### src/rtl/lsu_pkg.sv
// Shared types and helpers for the load/store unit: operation and state encodings,
// access-size classification and misalignment handling.
package lsu_pkg;

    typedef enum logic [2:0] {
        LSU_LB  = 3'd0,
        LSU_LBU = 3'd1,
        LSU_LH  = 3'd2,
        LSU_LHU = 3'd3,
        LSU_LW  = 3'd4,
        LSU_SB  = 3'd5,
        LSU_SH  = 3'd6,
        LSU_SW  = 3'd7
    } lsu_op_e;

    typedef enum logic [2:0] {
        ST_IDLE,
        ST_LOAD,
        ST_STORE,
        ST_RMW_RD,
        ST_RMW_WR,
        ST_RESP
    } lsu_state_e;

    typedef enum logic [1:0] {
        SZ_BYTE,
        SZ_HALF,
        SZ_WORD
    } lsu_size_e;

    function automatic logic is_load(lsu_op_e op);
        return op inside {LSU_LB, LSU_LBU, LSU_LH, LSU_LHU, LSU_LW};
    endfunction

    function automatic lsu_size_e access_size(lsu_op_e op);
        case (op)
            LSU_LB, LSU_LBU, LSU_SB: return SZ_BYTE;
            LSU_LH, LSU_LHU, LSU_SH: return SZ_HALF;
            default:                 return SZ_WORD;
        endcase
    endfunction

    function automatic logic is_misaligned(lsu_op_e op, logic [31:0] addr);
        case (access_size(op))
            SZ_HALF: return addr[0];
            SZ_WORD: return |addr[1:0];
            default: return 1'b0;
        endcase
    endfunction

    // Clears the low address bits that cannot be honoured for the access size.
    function automatic logic [31:0] align_addr(lsu_op_e op, logic [31:0] addr);
        case (access_size(op))
            SZ_HALF: return {addr[31:1], 1'b0};
            SZ_WORD: return {addr[31:2], 2'b00};
            default: return addr;
        endcase
    endfunction

endpackage

### src/rtl/lsu_lane.sv
// Combinational byte-lane logic: extract and extend a load from a memory word,
// and merge store data into the addressed lane of a previously read word.
module lsu_lane
    import lsu_pkg::*;
(
    input  lsu_op_e     op,
    input  logic [1:0]  offset,
    input  logic [31:0] rd_word,
    input  logic [31:0] old_word,
    input  logic [31:0] wdata,
    output logic [31:0] ld_data,
    output logic [31:0] st_word
);

    logic [7:0]  byte_v;
    logic [15:0] half_v;

    always_comb begin
        byte_v = rd_word[{offset, 3'b000} +: 8];
        half_v = rd_word[{offset[1], 4'b0000} +: 16];
        case (op)
            LSU_LB:  ld_data = {{24{byte_v[7]}}, byte_v};
            LSU_LBU: ld_data = {24'h0, byte_v};
            LSU_LH:  ld_data = {{16{half_v[15]}}, half_v};
            LSU_LHU: ld_data = {16'h0, half_v};
            default: ld_data = rd_word;
        endcase
    end

    always_comb begin
        st_word = old_word;
        case (access_size(op))
            SZ_BYTE: st_word[{offset, 3'b000} +: 8]    = wdata[7:0];
            SZ_HALF: st_word[{offset[1], 4'b0000} +: 16] = wdata[15:0];
            default: st_word = wdata;
        endcase
    end

endmodule

### src/rtl/load_store_unit.sv
// MEM-stage load/store initiator for a word-organised data memory; sub-word stores use read-modify-write.
// Build option: define LSU_ALIGN_EXC_EN to report misaligned half/word accesses as errors.
module load_store_unit
    import lsu_pkg::*;
#(
    parameter int unsigned MEM_WORDS = 1024
) (
    input  logic        clk,
    input  logic        rst,
    input  logic        req_valid,
    output logic        req_ready,
    input  logic [2:0]  req_op,
    input  logic [31:0] req_addr,
    input  logic [31:0] req_wdata,
    output logic        resp_valid,
    output logic [31:0] resp_rdata,
    output logic        resp_err,
    output logic        mem_rd,
    output logic        mem_wr,
    output logic [31:0] mem_addr,
    output logic [31:0] mem_wdata,
    input  logic [31:0] mem_rdata
);

    localparam logic [32:0] ADDR_LIMIT = 33'(MEM_WORDS) * 33'd4;

    lsu_state_e  state, state_next;
    lsu_op_e     req_op_e, op_q;
    logic [31:0] addr_q, wdata_q, word_q, rdata_q;
    logic        err_q;
    logic        req_err;
    logic [31:0] ld_data, st_word;

    assign req_op_e = lsu_op_e'(req_op);

    always_comb begin
        req_err = ({1'b0, req_addr} >= ADDR_LIMIT);
`ifdef LSU_ALIGN_EXC_EN
        req_err = req_err || is_misaligned(req_op_e, req_addr);
`endif
    end

    always_ff @(posedge clk) begin
        if (rst) begin
            state <= ST_IDLE;
        end else begin
            state <= state_next;
        end
    end

    always_comb begin
        state_next = state;
        req_ready  = 1'b0;
        resp_valid = 1'b0;
        mem_rd     = 1'b0;
        mem_wr     = 1'b0;
        case (state)
            ST_IDLE: begin
                req_ready = 1'b1;
                if (req_valid) begin
                    if (req_err)                 state_next = ST_RESP;
                    else if (is_load(req_op_e))  state_next = ST_LOAD;
                    else if (req_op_e == LSU_SW) state_next = ST_STORE;
                    else                         state_next = ST_RMW_RD;
                end
            end
            ST_LOAD: begin
                mem_rd     = 1'b1;
                state_next = ST_RESP;
            end
            ST_STORE: begin
                mem_wr     = 1'b1;
                state_next = ST_RESP;
            end
            ST_RMW_RD: begin
                mem_rd     = 1'b1;
                state_next = ST_RMW_WR;
            end
            ST_RMW_WR: begin
                mem_wr     = 1'b1;
                state_next = ST_RESP;
            end
            ST_RESP: begin
                resp_valid = 1'b1;
                state_next = ST_IDLE;
            end
            default: state_next = ST_IDLE;
        endcase
    end

    // Response registers change only on the edge into RESP, so they hold between responses.
    always_ff @(posedge clk) begin
        if (rst) begin
            op_q    <= LSU_LB;
            addr_q  <= '0;
            wdata_q <= '0;
            word_q  <= '0;
            rdata_q <= '0;
            err_q   <= 1'b0;
        end else begin
            case (state)
                ST_IDLE: begin
                    if (req_valid) begin
                        op_q    <= req_op_e;
                        addr_q  <= align_addr(req_op_e, req_addr);
                        wdata_q <= req_wdata;
                        if (req_err) begin
                            rdata_q <= '0;
                            err_q   <= 1'b1;
                        end
                    end
                end
                ST_LOAD: begin
                    rdata_q <= ld_data;
                    err_q   <= 1'b0;
                end
                ST_RMW_RD: begin
                    word_q <= mem_rdata;
                end
                ST_STORE, ST_RMW_WR: begin
                    rdata_q <= '0;
                    err_q   <= 1'b0;
                end
                default: ;
            endcase
        end
    end

    lsu_lane u_lane (
        .op       (op_q),
        .offset   (addr_q[1:0]),
        .rd_word  (mem_rdata),
        .old_word (word_q),
        .wdata    (wdata_q),
        .ld_data  (ld_data),
        .st_word  (st_word)
    );

    assign mem_addr   = (mem_rd || mem_wr) ? {addr_q[31:2], 2'b00} : '0;
    assign mem_wdata  = mem_wr ? st_word : '0;
    assign resp_rdata = rdata_q;
    assign resp_err   = err_q;

endmodule
### config.mk
export PLATFORM = sky130hd
export DESIGN_NAME = load_store_unit
export DESIGN_NICKNAME = d
export VERILOG_FILES = /design/src/rtl/lsu_pkg.sv /design/src/rtl/lsu_lane.sv /design/src/rtl/load_store_unit.sv
export SDC_FILE = /design/constraint.sdc
export NUM_CORES = 1
export LEC_CHECK = 0
export BUFFER_PORTS_ARGS = -buffer_cell sky130_fd_sc_hd__buf_2
export CORE_ASPECT_RATIO = 1.5
export CORE_UTILIZATION = 50
export DETAILED_ROUTE_END_ITERATION = 6
export PLACE_DENSITY = 0.88
export SYNTH_ARGS = -nofsm -noshare
export SYNTH_HDL_FRONTEND = slang
export SYNTH_HIERARCHICAL = 1
export SYNTH_SLANG_ARGS = --single-unit
export TNS_END_PERCENT = 20
### constraint.sdc
create_clock -name clk -period 7.05 [get_ports clk]
set_input_delay 2.115 -clock clk [delete_from_list [all_inputs] [get_ports clk]]
set_output_delay 2.115 -clock clk [all_outputs]
set_load 0.01 [all_outputs]
==> results of run 1 <==
[flip-flops by register name, summed over array words and instances (netlist names)]
register    count
addr_q         32
resp_rdata     32
wdata_q        32
word_q         32
op_q            3
state           3
resp_err        1
[per-layer routing]
layer | up-vias | part of all wire [%] | track usage, %
met2 | 403 | 49 | 48.5
met5 | - | 0 | 0
met1 | 3385 | 38 | 34.2
met4 | 0 | 4.9 | 16.4
met3 | 89 | 8.1 | 5.91
li1 | 3530 | - | -
[kinds of logic after synthesis]
group / Yosys count
muxes: 12
DFF: 135
and+or+nand+nor: 436
xor gates and xnor gates: 2
adders and majority gates: 5
AOI/OAI and AO/OA: 259
other: 1
buffers and inverters: 88
[area by class of cell]
cell class | instances | area [um2]
Clock buffer | 18 | 429
Clock inverter | 14 | 114
Fill cell | 1236 | 5190
Inverter | 7 | 26.3
Multi-Input combinational cell | 716 | 3920
Sequential cell | 135 | 2700
Tap cell | 162 | 203
Timing Repair Buffer | 210 | 1080
[Yosys cell counts (all sizes together) (7+ instances only)]
cell	count
nand2	304
dfxtp	135
a21oi	113
and2	67
buf	41
clkbuf	40
o21ai	40
a32oi	32
a221o	21
nor2b	17
nor2	15
a22o	12
mux2i	11
nand2b	8
nor3	8
a22oi	7
a31oi	7
o221ai	7
[layout by cell type, fill, tap and decap left out, types with 13 or more instances in the layout]
| cell type | instances |
|---|---|
| a21oi_1 | 113 |
| nand2_1 | 303 |
| nor2b_1 | 16 |
| a32oi_1 | 32 |
| o21ai_1 | 37 |
| clkbuf_16 | 17 |
| and2_1 | 66 |
| a221o_1 | 21 |
| buf_2 | 199 |
| dfxtp_1 | 135 |
| nor2_1 | 13 |
[worst paths after layout]
check              endpoint  slack (ns)  cells after the start
max           mem_wdata[16]        1.77                      8
max reg2reg  resp_rdata[17]        4.58                      6
min               addr_q[3]        0.45                      2
min reg2reg       addr_q[3]        0.45                      2
[report_power, final]
| group | switching (mW) | internal, mW |
|---|---|---|
| Sequential | 0.0700 | 0.837 |
| Clock | 0.358 | 0.458 |
| Combinational | 0.357 | 0.196 |
| Total | 0.785 | 1.49 |
[stage by stage]
stage	utilization (%)	cell area, um2	setup slack, ns	instances
after floorplan	-	7070	2.94	939
after global placement	58.0	7930	2.35	1230
after detailed placement	58.0	7930	2.27	1230
after CTS	62.0	8470	1.82	1262
after global routing	62.0	8470	1.58	1262
final	62.0	8470	1.77	1262
[critical path, cell delays in order (launching register included)]
cell and delay [ns]:
dfxtp_1 0.80, inv_2 0.26, ha_1 0.41, nand2b_1 0.12, o41a_1 0.43, nor2_2 0.27, a221o_1 0.20, and2_1 0.12
buf_2 0.13
==> flow_metrics.env, run 1 <==
export IMPL_port_buffers=200
export IMPL_cp_max_fo=25
export IMPL_die_h_um=148
export IMPL_yosysWarnings=6
export IMPL_final_nets=1194
export IMPL_vias_per_cell=5.87
export IMPL_synth_compound_area_share_pct=24.5
export IMPL_die_area_um2=14600
export IMPL_worstPathArrival_ns=3.17
export IMPL_yosys_area_share_simple_pct=28.0
export IMPL_cts_tree="built"
export IMPL_antenna_cells=0
export IMPL_cp_start_kind="register"
export IMPL_hp_class="reg -> reg"
export IMPL_seq_area_frac_synth_pct=38.3
export IMPL_first_pass_iters=7
export IMPL_route_vias_total=7407
export IMPL_p_per_area_nw_per_um2=269
export IMPL_syn_area_um2=7070
export IMPL_max_slew_margin_pct=22.6
export IMPL_core_area_um2=13700
export IMPL_startpoint="addr_q[1]"
export IMPL_status="complete, but fails checks"
export IMPL_ios=203
export IMPL_hold_start="addr_q[3]"
export IMPL_period_share_pct=74.9
export IMPL_yosys_area_top_type="dfxtp_1"
export IMPL_post_cts_resized=0
export IMPL_whs_ns=0.448
export IMPL_max_cap_viol_count=0
export IMPL_avgSynthCellArea_um2=7.53
export IMPL_drt_total_wl_mm=21.7
export IMPL_finClkSkew_ns=0.0103
export IMPL_violations="DRC"
export IMPL_rsz0062_at_grt="no"
export IMPL_wl_per_cell_um=17.2
export IMPL_hold_viol=0
export IMPL_cts_hold_buf=0
export IMPL_cp_data_required_time_ns=4.93
export IMPL_synthFlopType="dfxtp_1"
export IMPL_period_minus_slack_ns=5.28
export IMPL_overflow=0
export IMPL_finalSetupViolCount=0
export IMPL_endpoint_kind="primary output"
export IMPL_rows=52
export IMPL_ctsLongestPathBuffers=2
export IMPL_leakagePower_nw=3.50
export IMPL_cts_buffers=17
export IMPL_first_iter_violations=657
export IMPL_grt_max_degree=78
export IMPL_max_freq_mhz=189
export IMPL_antenna_found_initial=0
export IMPL_synth_edff_count=0
export IMPL_total_power_mw=2.28
export IMPL_h_tree_depth=4
export IMPL_netlist_area_leader_share_pct=38.3
export IMPL_synth_area_top_cells="dfxtp_1, nand2_1, a21oi_1"
export IMPL_cts_sinks=135
export IMPL_clk_pin_slew_ns=0.06
export IMPL_grt_pass1_wl_mm=33.3
export IMPL_area_delta_synth_final_pct=19.9
export IMPL_clock_latency_ns=0.42
export IMPL_vdd_ir_drop_worst_v=0.000167
export IMPL_synth_mux_area_share_pct=1.72
export IMPL_crit_type="reg -> out"
export IMPL_start_util_pct=51.7
export IMPL_synth_adder_area_share_pct=0.885
export IMPL_synth_cell_types=58
export IMPL_postCtsSetupBuffers=0
export IMPL_cts_root_buf="clkbuf_16"
export IMPL_r2r_start="op_q[1]"
export IMPL_grt_use_total_pct=28.9
export IMPL_async_reset_ff_share_pct=0
export IMPL_drc=2
export IMPL_die_x_um=99.1
export IMPL_finalSetupTns_ns=0
export IMPL_synth_top_family_by_area="simple AND/OR/NAND/NOR gates"
export IMPL_drv_slew=0
export IMPL_gp_congestion=0.929
export IMPL_synth_xor_area_share_pct=0.248
export IMPL_synthCells=938
export IMPL_ys_seq_elements=135
export IMPL_dp_hpwl_mm=15.4
export IMPL_grt_pass1_vias=6671
export IMPL_final_antenna_net_count=0
export IMPL_drive_gt1_share_pct=23.5
export IMPL_tightest_slew_ns=1.16
Note: power is estimated with default switching activity, not from simulation.
==> inputs of run 2 (changes only) <==
--- a/config.mk
+++ b/config.mk
@@ -5,11 +5,12 @@
 export SDC_FILE = /design/constraint.sdc
 export NUM_CORES = 1
 export LEC_CHECK = 0
+export ABC_AREA = 1
 export BUFFER_PORTS_ARGS = -buffer_cell sky130_fd_sc_hd__buf_2
 export CORE_ASPECT_RATIO = 1.5
 export CORE_UTILIZATION = 50
 export DETAILED_ROUTE_END_ITERATION = 6
-export PLACE_DENSITY = 0.88
+export PLACE_DENSITY = 0.87
 export SYNTH_ARGS = -nofsm -noshare
 export SYNTH_HDL_FRONTEND = slang
 export SYNTH_HIERARCHICAL = 1
==> constraint.sdc (replaced) <==
create_clock -name clk -period 5.27 [get_ports clk]
set_input_delay 1.581 -clock clk [delete_from_list [all_inputs] [get_ports clk]]
set_output_delay 1.581 -clock clk [all_outputs]
set_load 0.01 [all_outputs]
==> flow_metrics.env, run 2 <==
export IMPL_leakagePower_nw=4.75
export IMPL_cts_sinks=135
export IMPL_die_x_um=107
export IMPL_seqPwrFrac_pct=33.5
export IMPL_cp_start_kind="register"
export IMPL_ys_seq_elements=135
export IMPL_finalSetupViolCount=0
export IMPL_netlist_area_leader_share_pct=32.7
export IMPL_ios=203
export IMPL_h_tree_depth=4
export IMPL_tightest_slew_ns=0.971
export IMPL_avgSynthCellArea_um2=6.06
export IMPL_crit_type="reg -> out"
export IMPL_grt_pass1_vias=8172
export IMPL_p_per_area_nw_per_um2=408
export IMPL_cp_data_required_time_ns=3.69
export IMPL_yosys_cell_count_top_type="nor2_1"
export IMPL_max_freq_mhz=235
export IMPL_cts_hold_buf=0
export IMPL_drive_gt1_share_pct=18.4
export IMPL_port_buffers=200
export IMPL_power_internal_mw=2.38
export IMPL_cts_buffers=17
export IMPL_max_slew_margin_pct=35.1
export IMPL_core_area_um2=16200
export IMPL_async_reset_ff_share_pct=0
export IMPL_first_pass_iters=6
export IMPL_area_delta_synth_final_pct=17.5
export IMPL_startpoint="addr_q[1]"
export IMPL_synth_edff_count=0
export IMPL_combPwrFrac_pct=37.3
export IMPL_final_common_cell="nor2_1"
export IMPL_place_area_um2=9150
export IMPL_final_cell_mix="nor2_1, nand2_1, buf_2"
export IMPL_drv_slew=0
export IMPL_finClkSkew_ns=0.00672
export IMPL_grt_max_degree=77
export IMPL_cts_tree="built"
export IMPL_period_share_pct=80.9
export IMPL_gp_congestion=1.07
export IMPL_final_nets=1612
export IMPL_syn_area_um2=8270
export IMPL_synthCells=1366
export IMPL_max_cap_viol_count=0
export IMPL_route_vias_total=9088
export IMPL_post_cts_resized=0
export IMPL_endpoint_kind="primary output"
export IMPL_yosys_area_top_type="dfxtp_1"
export IMPL_pwr_share_clk_pct=29.3
export IMPL_period_minus_slack_ns=4.26
export IMPL_fillers=1631
export IMPL_cts_root_buf="clkbuf_16"
export IMPL_die_area_um2=17100
export IMPL_first_iter_violations=816
export IMPL_seq_area_frac_synth_pct=32.7
export IMPL_ys_top_cells_by_count="nor2_1, nand2_1, inv_1"
export IMPL_antenna_found_initial=1
export IMPL_power_switching_mw=1.58
export IMPL_drc=0
export IMPL_rows=57
export IMPL_start_util_pct=51.1
export IMPL_final_area_um2=9720
export IMPL_synth_area_top_cells="dfxtp_1, nor2_1, nand2_1"
export IMPL_synth_cell_types=31
export IMPL_drt_total_wl_mm=25.2
export IMPL_r2r_start="addr_q[1]"
export IMPL_vdd_ir_drop_worst_v=0.000256
export IMPL_hold_start="addr_q[20]"
export IMPL_postCtsSetupBuffers=0
export IMPL_dp_hpwl_mm=18.3
export IMPL_status="completed"
export IMPL_final_antenna_net_count=0
export IMPL_grt_use_total_pct=29.7
export IMPL_overflow=0
export IMPL_ctsLongestPathBuffers=2
export IMPL_clock_latency_ns=0.42
export IMPL_yosysWarnings=6
export IMPL_cp_max_fo=52
export IMPL_finalSetupTns_ns=0
export IMPL_power_share_switching_pct=40.0
export IMPL_hold_viol=0
export IMPL_vias_per_cell=5.27
export IMPL_hp_class="reg -> reg"
export IMPL_clk_pin_slew_ns=0.06
export IMPL_worstPathArrival_ns=2.68
export IMPL_grt_pass1_wl_mm=40.4
export IMPL_synthFlopType="dfxtp_1"
export IMPL_wl_per_cell_um=14.6
export IMPL_final_util_pct=60.1
export IMPL_die_h_um=160
export IMPL_rsz0062_at_grt="no"
[run 2: kinds of logic (layout without fill, tap and decap cells)]
kind of cell | after synthesis | count (layout) | share of synthesized area (%)
AOI/OAI and AO/OA | 247 | 247 | 16.2
adders and majority gates | 5 | 5 | 0.756
buffers and inverters | 292 | 443 | 15.0
DFF | 135 | 135 | 32.7
other | 1 | 3 | 0.0453
and+or+nand+nor | 686 | 686 | 35.4
[run 2: power by group through the flow]
stage / combinational, mW / sequential [mW] / clock (mW)
floorplan: 1.10 / 1.34 / 0
global placement: 1.44 / 1.34 / 0
detailed placement: 1.46 / 1.34 / 0
CTS: 1.47 / 1.32 / 1.17
global route: 1.66 / 1.34 / 1.22
finish: 1.48 / 1.33 / 1.16
[run 2: worst max-delay path, cell delays in order, from the launching register on]
cell     delay [ns]
dfxtp_1        0.32
inv_2          0.22
buf_4          0.48
ha_1           0.26
nand2_1        0.19
o21ai_0        0.30
nand2_1        0.08
nand3_1        0.09
inv_1          0.04
nor2_1         0.10
buf_2          0.15
[run 2: per-stage QoR]
stage	hold slack (ns)	instances	total power, mW	setup WS (ns)
floorplan	0.430	1367	2.45	1.72
global placement	0.440	1692	2.78	1.50
detailed placement	0.445	1692	2.80	1.50
CTS	0.455	1724	3.97	1.03
global route	0.471	1725	4.23	0.687
finish	0.451	1725	3.96	1.01
[run 2: area by class of cell]
type	instances	area (um2)	area share, %
antenna	1	2.50	0.0257
inverter	199	747	7.68
sequential	135	2700	27.8
multi-input combinational	940	4340	44.6
tap	206	258	2.65
clock buffer	20	457	4.70
timing repair buffer	212	1100	11.4
clock inverter	12	115	1.18
[run 2: layer usage]
metal,wire length [um],vias to the layer above,global-route usage [%]
met1,10100,4041,34.7
met3,1520,83,5.24
li1,-,4572,-
met5,0,-,0
met2,12400,392,50.1
met4,1320,0,17.5
[run 2: final timing paths]
check	endpoint	slack, ns	cells after the start
worst max-delay path	mem_wdata[14]	1.01	10
worst min-delay path	addr_q[20]	0.45	2
worst max register to register	resp_rdata[22]	2.66	11
worst min register to register	addr_q[20]	0.45	2
